--- src/rtl/serial_word_tx.sv ---
// rtl/serial_word_tx.sv - bit-serial word transmitter, MSB first, with frame strobe
//
// Ports:
//   clock      single clock, all state updates on posedge
//   reset_n    asynchronous active-low reset
//   in_data    parallel word to transmit (captured at acceptance)
//   in_valid   in_data is valid
//   in_ready   block accepts a word this cycle (IDLE only)
//   tx_enable  line-level gate; low holds the current bit
//   tx_data    serial data, MSB first
//   tx_frame   high while a word's bits are on tx_data
//   busy       high in SHIFT or GAP
//   done       one-cycle pulse after the last bit of a word is consumed
module serial_word_tx #(
   parameter int WIDTH = 32,
   parameter int GAP   = 1
) (
   input  logic             clock,
   input  logic             reset_n,
   input  logic [WIDTH-1:0] in_data,
   input  logic             in_valid,
   output logic             in_ready,
   input  logic             tx_enable,
   output logic             tx_data,
   output logic             tx_frame,
   output logic             busy,
   output logic             done
);

   localparam int CW = $clog2(WIDTH + 1);
   // GAP-1 is the largest gap count; keep at least one bit so GAP==1 still elaborates.
   localparam int GW = (GAP > 1) ? $clog2(GAP) : 1;

   typedef enum logic [1:0] {
      ST_IDLE  = 2'd0,
      ST_SHIFT = 2'd1,
      ST_GAP   = 2'd2
   } state_t;

   state_t           state, state_n;
   logic [WIDTH-1:0] shreg, shreg_n;
   logic [CW-1:0]    bit_cnt, bit_cnt_n;
   logic [GW-1:0]    gap_cnt, gap_cnt_n;
   logic             done_n;
   logic             frame_n;
   logic             data_n;
   logic             busy_n;
   logic             ready_n;

   always_ff @(posedge clock or negedge reset_n) begin
      if (!reset_n) begin
         state    <= ST_IDLE;
         shreg    <= '0;
         bit_cnt  <= '0;
         gap_cnt  <= '0;
         done     <= 1'b0;
         tx_frame <= 1'b0;
         tx_data  <= 1'b0;
         busy     <= 1'b0;
         in_ready <= 1'b1;
      end else begin
         state    <= state_n;
         shreg    <= shreg_n;
         bit_cnt  <= bit_cnt_n;
         gap_cnt  <= gap_cnt_n;
         done     <= done_n;
         tx_frame <= frame_n;
         tx_data  <= data_n;
         busy     <= busy_n;
         in_ready <= ready_n;
      end
   end

   always_comb begin
      state_n   = state;
      shreg_n   = shreg;
      bit_cnt_n = bit_cnt;
      gap_cnt_n = gap_cnt;
      done_n    = 1'b0;

      case (state)
         ST_IDLE: begin
            if (in_valid) begin
               shreg_n   = in_data;
               bit_cnt_n = CW'(WIDTH);
               state_n   = ST_SHIFT;
            end
         end
         ST_SHIFT: begin
            if (tx_enable) begin
               shreg_n   = {shreg[WIDTH-2:0], 1'b0};
               bit_cnt_n = bit_cnt - CW'(1);
               if (bit_cnt == CW'(1)) begin
                  done_n = 1'b1;
                  if (GAP > 1) begin
                     state_n   = ST_GAP;
                     gap_cnt_n = GW'(GAP - 1);
                  end else begin
                     state_n = ST_IDLE;
                  end
               end
            end
         end
         ST_GAP: begin
            // Counts down regardless of tx_enable; IDLE supplies the final low cycle.
            gap_cnt_n = gap_cnt - GW'(1);
            if (gap_cnt == GW'(1)) begin
               state_n = ST_IDLE;
            end
         end
         default: begin
            state_n = ST_IDLE;
         end
      endcase

      // Outputs are registered from the next state so they line up with it.
      frame_n = (state_n == ST_SHIFT);
      data_n  = (state_n == ST_SHIFT) ? shreg_n[WIDTH-1] : 1'b0;
      busy_n  = (state_n != ST_IDLE);
      ready_n = (state_n == ST_IDLE);
   end

endmodule

--- config.mk ---
export PLATFORM = sky130hd
export DESIGN_NAME = serial_word_tx
export DESIGN_NICKNAME = d
export VERILOG_FILES = /design/src/rtl/serial_word_tx.sv
export SDC_FILE = /design/constraint.sdc
export NUM_CORES = 1
export LEC_CHECK = 0
export CAP_MARGIN = 20
export CORE_UTILIZATION = 50
export DETAILED_ROUTE_END_ITERATION = 16
export GPL_TIMING_DRIVEN = 0
export PLACE_DENSITY = 0.79
export SLEW_MARGIN = 20
export SYNTH_ARGS = -nofsm -noshare
export SYNTH_HDL_FRONTEND = slang
export SYNTH_SLANG_ARGS = --single-unit
--- constraint.sdc ---
create_clock -name clock -period 2.8 [get_ports clock]
set_input_delay 0.84 -clock clock [delete_from_list [all_inputs] [get_ports clock]]
set_output_delay 0.84 -clock clock [all_outputs]
set_load 0.005 [all_outputs]
* Word level (Yosys, flattened, before mapping)
Cells that the tools add are included.
Cells by class: muxes and demuxes 15, $add $sub $neg 2, $mul 0, shift-type cells 0, reductions and logical operators 5, $lt $le $gt $ge 0, divide/modulo/power cells 0, bitwise operators 0, equal/unequal tests 6
Operator list (count):
- $mux W32 | 2
- $pmux W32 S2 | 1
- $mux W6 | 2
- $pmux W6 S2 | 1
- $mux W2 | 4
- $eq A6 B1 Y1 const B | 1
- $pmux W2 S3 | 1
- $sub A6 B1 Y6 const B | 1
- $eq A2 B1 Y1 const B | 2
- $logic_not A2 Y1 | 2
- $mux W1 | 4
- $ne A2 B2 Y1 const B | 2
- $reduce_bool A2 Y1 | 2
- $reduce_and A3 Y1 | 1
- $eq A2 B2 Y1 const B | 1
- $sub A1 B1 Y1 const B | 1
Word-level totals: memory bits (read-only) 0, bits in registers 46, bits in latches 0, bits in writable memories 0, logic and storage cells 38, memories kept 0

* Logic depth before layout (Yosys ltp)
depth after elaboration 6, mapped depth 5

* Worst setup path before layout
Ideal clock, no wire load.
path kind input to register, start point input in_valid, end point register bit_cnt[5], stages on the path 5, required time 2721 ps, data arrival time 1652 ps, path buffers 2, setup slack 1068 ps, cell sequence nor3b_1 -> buf_2 -> buf_2 -> nor2_1 -> mux2i_1
On the way: word-level cells in the longest chain between the ends 2
RTL lines:
- from (decl) | RTL line 21 | input logic in_valid,
- $ne A2 B2 Y1 (no line)
- $reduce_and A3 Y1 (no line)
- to (signal assigned) | RTL line 64 | bit_cnt <= bit_cnt_n;
- to (decl) | RTL line 42 | logic [CW-1:0] bit_cnt, bit_cnt_n;
No other way between the ends. A chain may end at the register's enable or synchronous reset.

* Worst setup path in the final report
start point input in_valid, end point register shreg[20]
On the way: word-level cells in the longest chain between the ends 2
RTL lines:
- $ne A2 B2 Y1 (no line)
- $reduce_and A3 Y1 (no line)
- to (signal assigned) | RTL line 63 | shreg <= shreg_n;
- to (decl) | RTL line 41 | logic [WIDTH-1:0] shreg, shreg_n;
No other way between the ends.

==> metrics.md <==
| Metric | Value |
|---|---|
| Status | finished, final reports clean |
| Core ar. | between 0.003 and 0.004 sq mm |
| Area grow syn2layout | 28.1% |
| Synth top area cells | dfrtp_1 55%, a22oi_1 11%, o21ai_0 8.6% |
| Total vias in the final route | 1718 |
| Final setup viols | 0 |
| Worst slack, placed | about 200 ps |
| Max-slew violations | 0 |
| Final hold violation count | 0 |
| FP Rows | 22 |
| Yosys reg bits | 46 |
| Sw frac | 31.9% |
| Synth Cell Area | 0.00204 sq mm |
| RR Endpoint | shreg[20] |
| Clk buf depth | 2 |
| DIE WIDTH | 65.9 um |
| CTS tree | done |
| Pint | about 1.4 mW |
| Root Driver | clkbuf_8 |
| Sequential share of power | 50.5% |
| Number of gates resized after cts | 0 |
| Fin nets | 292 |
| Clock share of power | approximately a fifth |
| Port Buffers | 40 |
| Routed Antenna Nets | 0 |
| FMAX | between 400 and 500 MHz |
| Worst EP required | 3030 ps |
| FF-to-FF path depth | 5 |
| Most frequent cells in the layout | 45 x dfrtp_1, 39 x clkdlybuf4s50_1, 36 x nand2_1 |
| Synth unique cells | 28 |
| N_diodes | 0 |
| Hold buffers post-CTS | 0 |
| GRT Total Usage | between 20% and 30% |
| Kind of critical path | in2reg |
| P_sw | ~0.65 mW |
| Final Cycle Share | roughly four fifths |
| Maxcap violations | 0 |
| TritonCTS Buffers | 5 |
| Hold EP | state[1] |
| Post-synthesis sequential area ratio | 56.5% |
| Synth Warn # | 0 |
| DRT iter0 DRCs | 166 |
| Layout fillers | between 300 and 400 |
| Worst slew margin | 63.1% |
| Area share of the largest cell type after synthesis | 55.2% |
| Leakage | 1.21 nW |
| Cell accounting for the most synthesized area | dfrtp_1 |
| Worst setup margin | 504 ps |
| Max FO, Critical Path | 10 |
| Grt ovf | 0 |
| Fin util | 68.8% |
| Tightest Pin Transition | 554 ps |
| Detailed Place HPWL | 3.00 mm |
| Synth Area in Adders | approximately 1.2% |
| Combinational power share | between 20% and 30% |
| Die area | between 0.004 and 0.005 sq mm |
| Layout cell share with drive strength beyond 1 | under 10% |
| VDD IR max | 0.395 mV |
| # DRC | 0 |
| Detailed Route WL | 4.33 mm |
| Vias per inst | 5.67 |
| Critical Path Start Type | input port |
| Drt pass-1 iters | 4 |
| Detail-routed net length per standard cell | 14.3 um |
| Global placement routability congestion | 0.809 |
| Largest family of logic cells by synthesized area | compound AO/OA/AOI/OAI gates |
| Cell Pwr Density | 780 mW/mm^2 |
| Clk_lat worst skew | about 300 ps |
| Hold Path Depth | 1 |
| R2R setup slack | 1130 ps |
| Pin count of the biggest net entering global routing | 25 |
| Reg clk slew, reported paths | about 80 ps |
| Minimum clock period | 2300 ps |
| Vias in the first global route | 1590 |
| First-pass GRT wire length | 7.53 mm |
| Hold/Removal Path Class | reg2reg |
| Worst Min Path Start | gap_cnt |
| Xor and xnor fraction of the mapped netlist area | 0% |
| Clock Sinks | 46 |
| Setup Buffers After CTS | 0 |
| Fraction of the mapped netlist area in simple logic gates | between 10% and 20% |
| Avg Inst Size Synth | 9.91 sq um |
| Commonest non-fill, non-tap cell in the layout | dfrtp_1 |
| Critical path capture point type | flop |
| WP data arrival | 2530 ps |
| Syn Nets | 244 |
| Starting Density | 53.7% |
| Syn Inst Count | slightly above 200 |
| Compound-gate portion of the synthesized area | a little under a quarter |
| Unrepaired setup endpoints after global routing | no |
| Max H-tree Level | 2 |
| Die height | 65.9 um |
| Crit Reg-Reg Startpoint | state[1] |
| Share of synthesized area spent on multiplexers | less than 1% |
| IO Pins | 41 |
| Initial antenna violation count | 0 |
| Design Power | 2.04 mW |
| Clock Skews | 7.34 ps |
==> routing by layer <==
layer	global-route usage [%]	part of all wire, %	up-vias
met2	31.8	44	54
li1	-	-	835
met1	35.4	49	820
met3	4.31	5.2	9
met4	8.70	1.7	0
met5	0	0	-
==> cell type report <==
cell class | instances | area, sq um | share of cell area (%)
Multi-Input combinational cell | 138 | 802 | 30.7
Clock buffer | 8 | 90.1 | 3.45
Tap cell | 48 | 60.1 | 2.30
Sequential cell | 46 | 1150 | 44.1
Timing Repair Buffer | 41 | 423 | 16.2
Buffer | 16 | 63.8 | 2.44
Inverter | 6 | 22.5 | 0.862
==> per-stage QoR <==
stage / setup TNS [ps] / hold WS (ps) / area (sq um) / instances
floorplan: 0 / 422 / 2040 / 206
global placement: -15900 / 448 / 2500 / 294
detailed placement: 0 / 448 / 2520 / 295
CTS: 0 / 464 / 2610 / 303
global route: 0 / 470 / 2610 / 303
finish: 0 / 468 / 2610 / 303
==> worst max-delay path by stage <==
stage	cells past startpoint	slack, ps	to	from
global route	6	350	bit_cnt[5]	in_valid
CTS	6	490	shreg[20]	in_valid
global placement	1	-360	shreg[5]	reset_n
finish	6	500	shreg[20]	in_valid
detailed placement	6	200	shreg[20]	in_valid
floorplan	5	1070	bit_cnt[5]	in_valid
==> logic make-up after synthesis <==
group | Yosys count
compound gates | 77
buf+inv | 22
mux | 2
fa+ha+maj | 2
flops | 46
simple gates | 57
==> power groups by stage <==
stage / Sequential [mW] / Clock (mW) / Combinational [mW]
after floorplan: 1.00 / 0 / 0.404
after global placement: 1.03 / 0 / 0.571
after detailed placement: 1.04 / 0 / 0.597
after CTS: 1.03 / 0.423 / 0.600
after global routing: 1.06 / 0.449 / 0.691
final: 1.03 / 0.415 / 0.594
==> critical path, stage by stage <==
cell	delay (ps)
clkdlybuf4s50_1	540
nor3b_1	370
buf_2	290
buf_2	260
a22oi_1	130
nand2_1	90
==> Yosys cell counts <==
master     n
dfrtp_1   45
nand2_1   36
o21ai_0   35
a22oi_1   30
clkbuf_1  13
inv_1      6
a21oi_1    4
buf_2      3
nor2_1     3
nor3b_1    3
o31ai_1    3
ha_1       2
mux2i_1    2
nand3_1    2
nand3b_1   2
nor4_1     2
or2_2      2
or3_1      2
or4_1      2
a21o_1     1
a22o_1     1
and3b_1    1
dfstp_2    1
nor3_1     1
o22a_1     1
o311a_1    1
o311ai_1   1
or4b_1     1
==> flip-flops by register name (all words and copies together) (netlist names) <==
| register | flops |
|---|---|
| done | 1 |
| busy | 1 |
| bit_cnt | 6 |
| tx_frame | 1 |
| shreg | 32 |
| gap_cnt | 1 |
| in_ready | 1 |
| tx_data | 1 |
| state | 2 |
No activity file was read; power rests on OpenSTA's default activity.
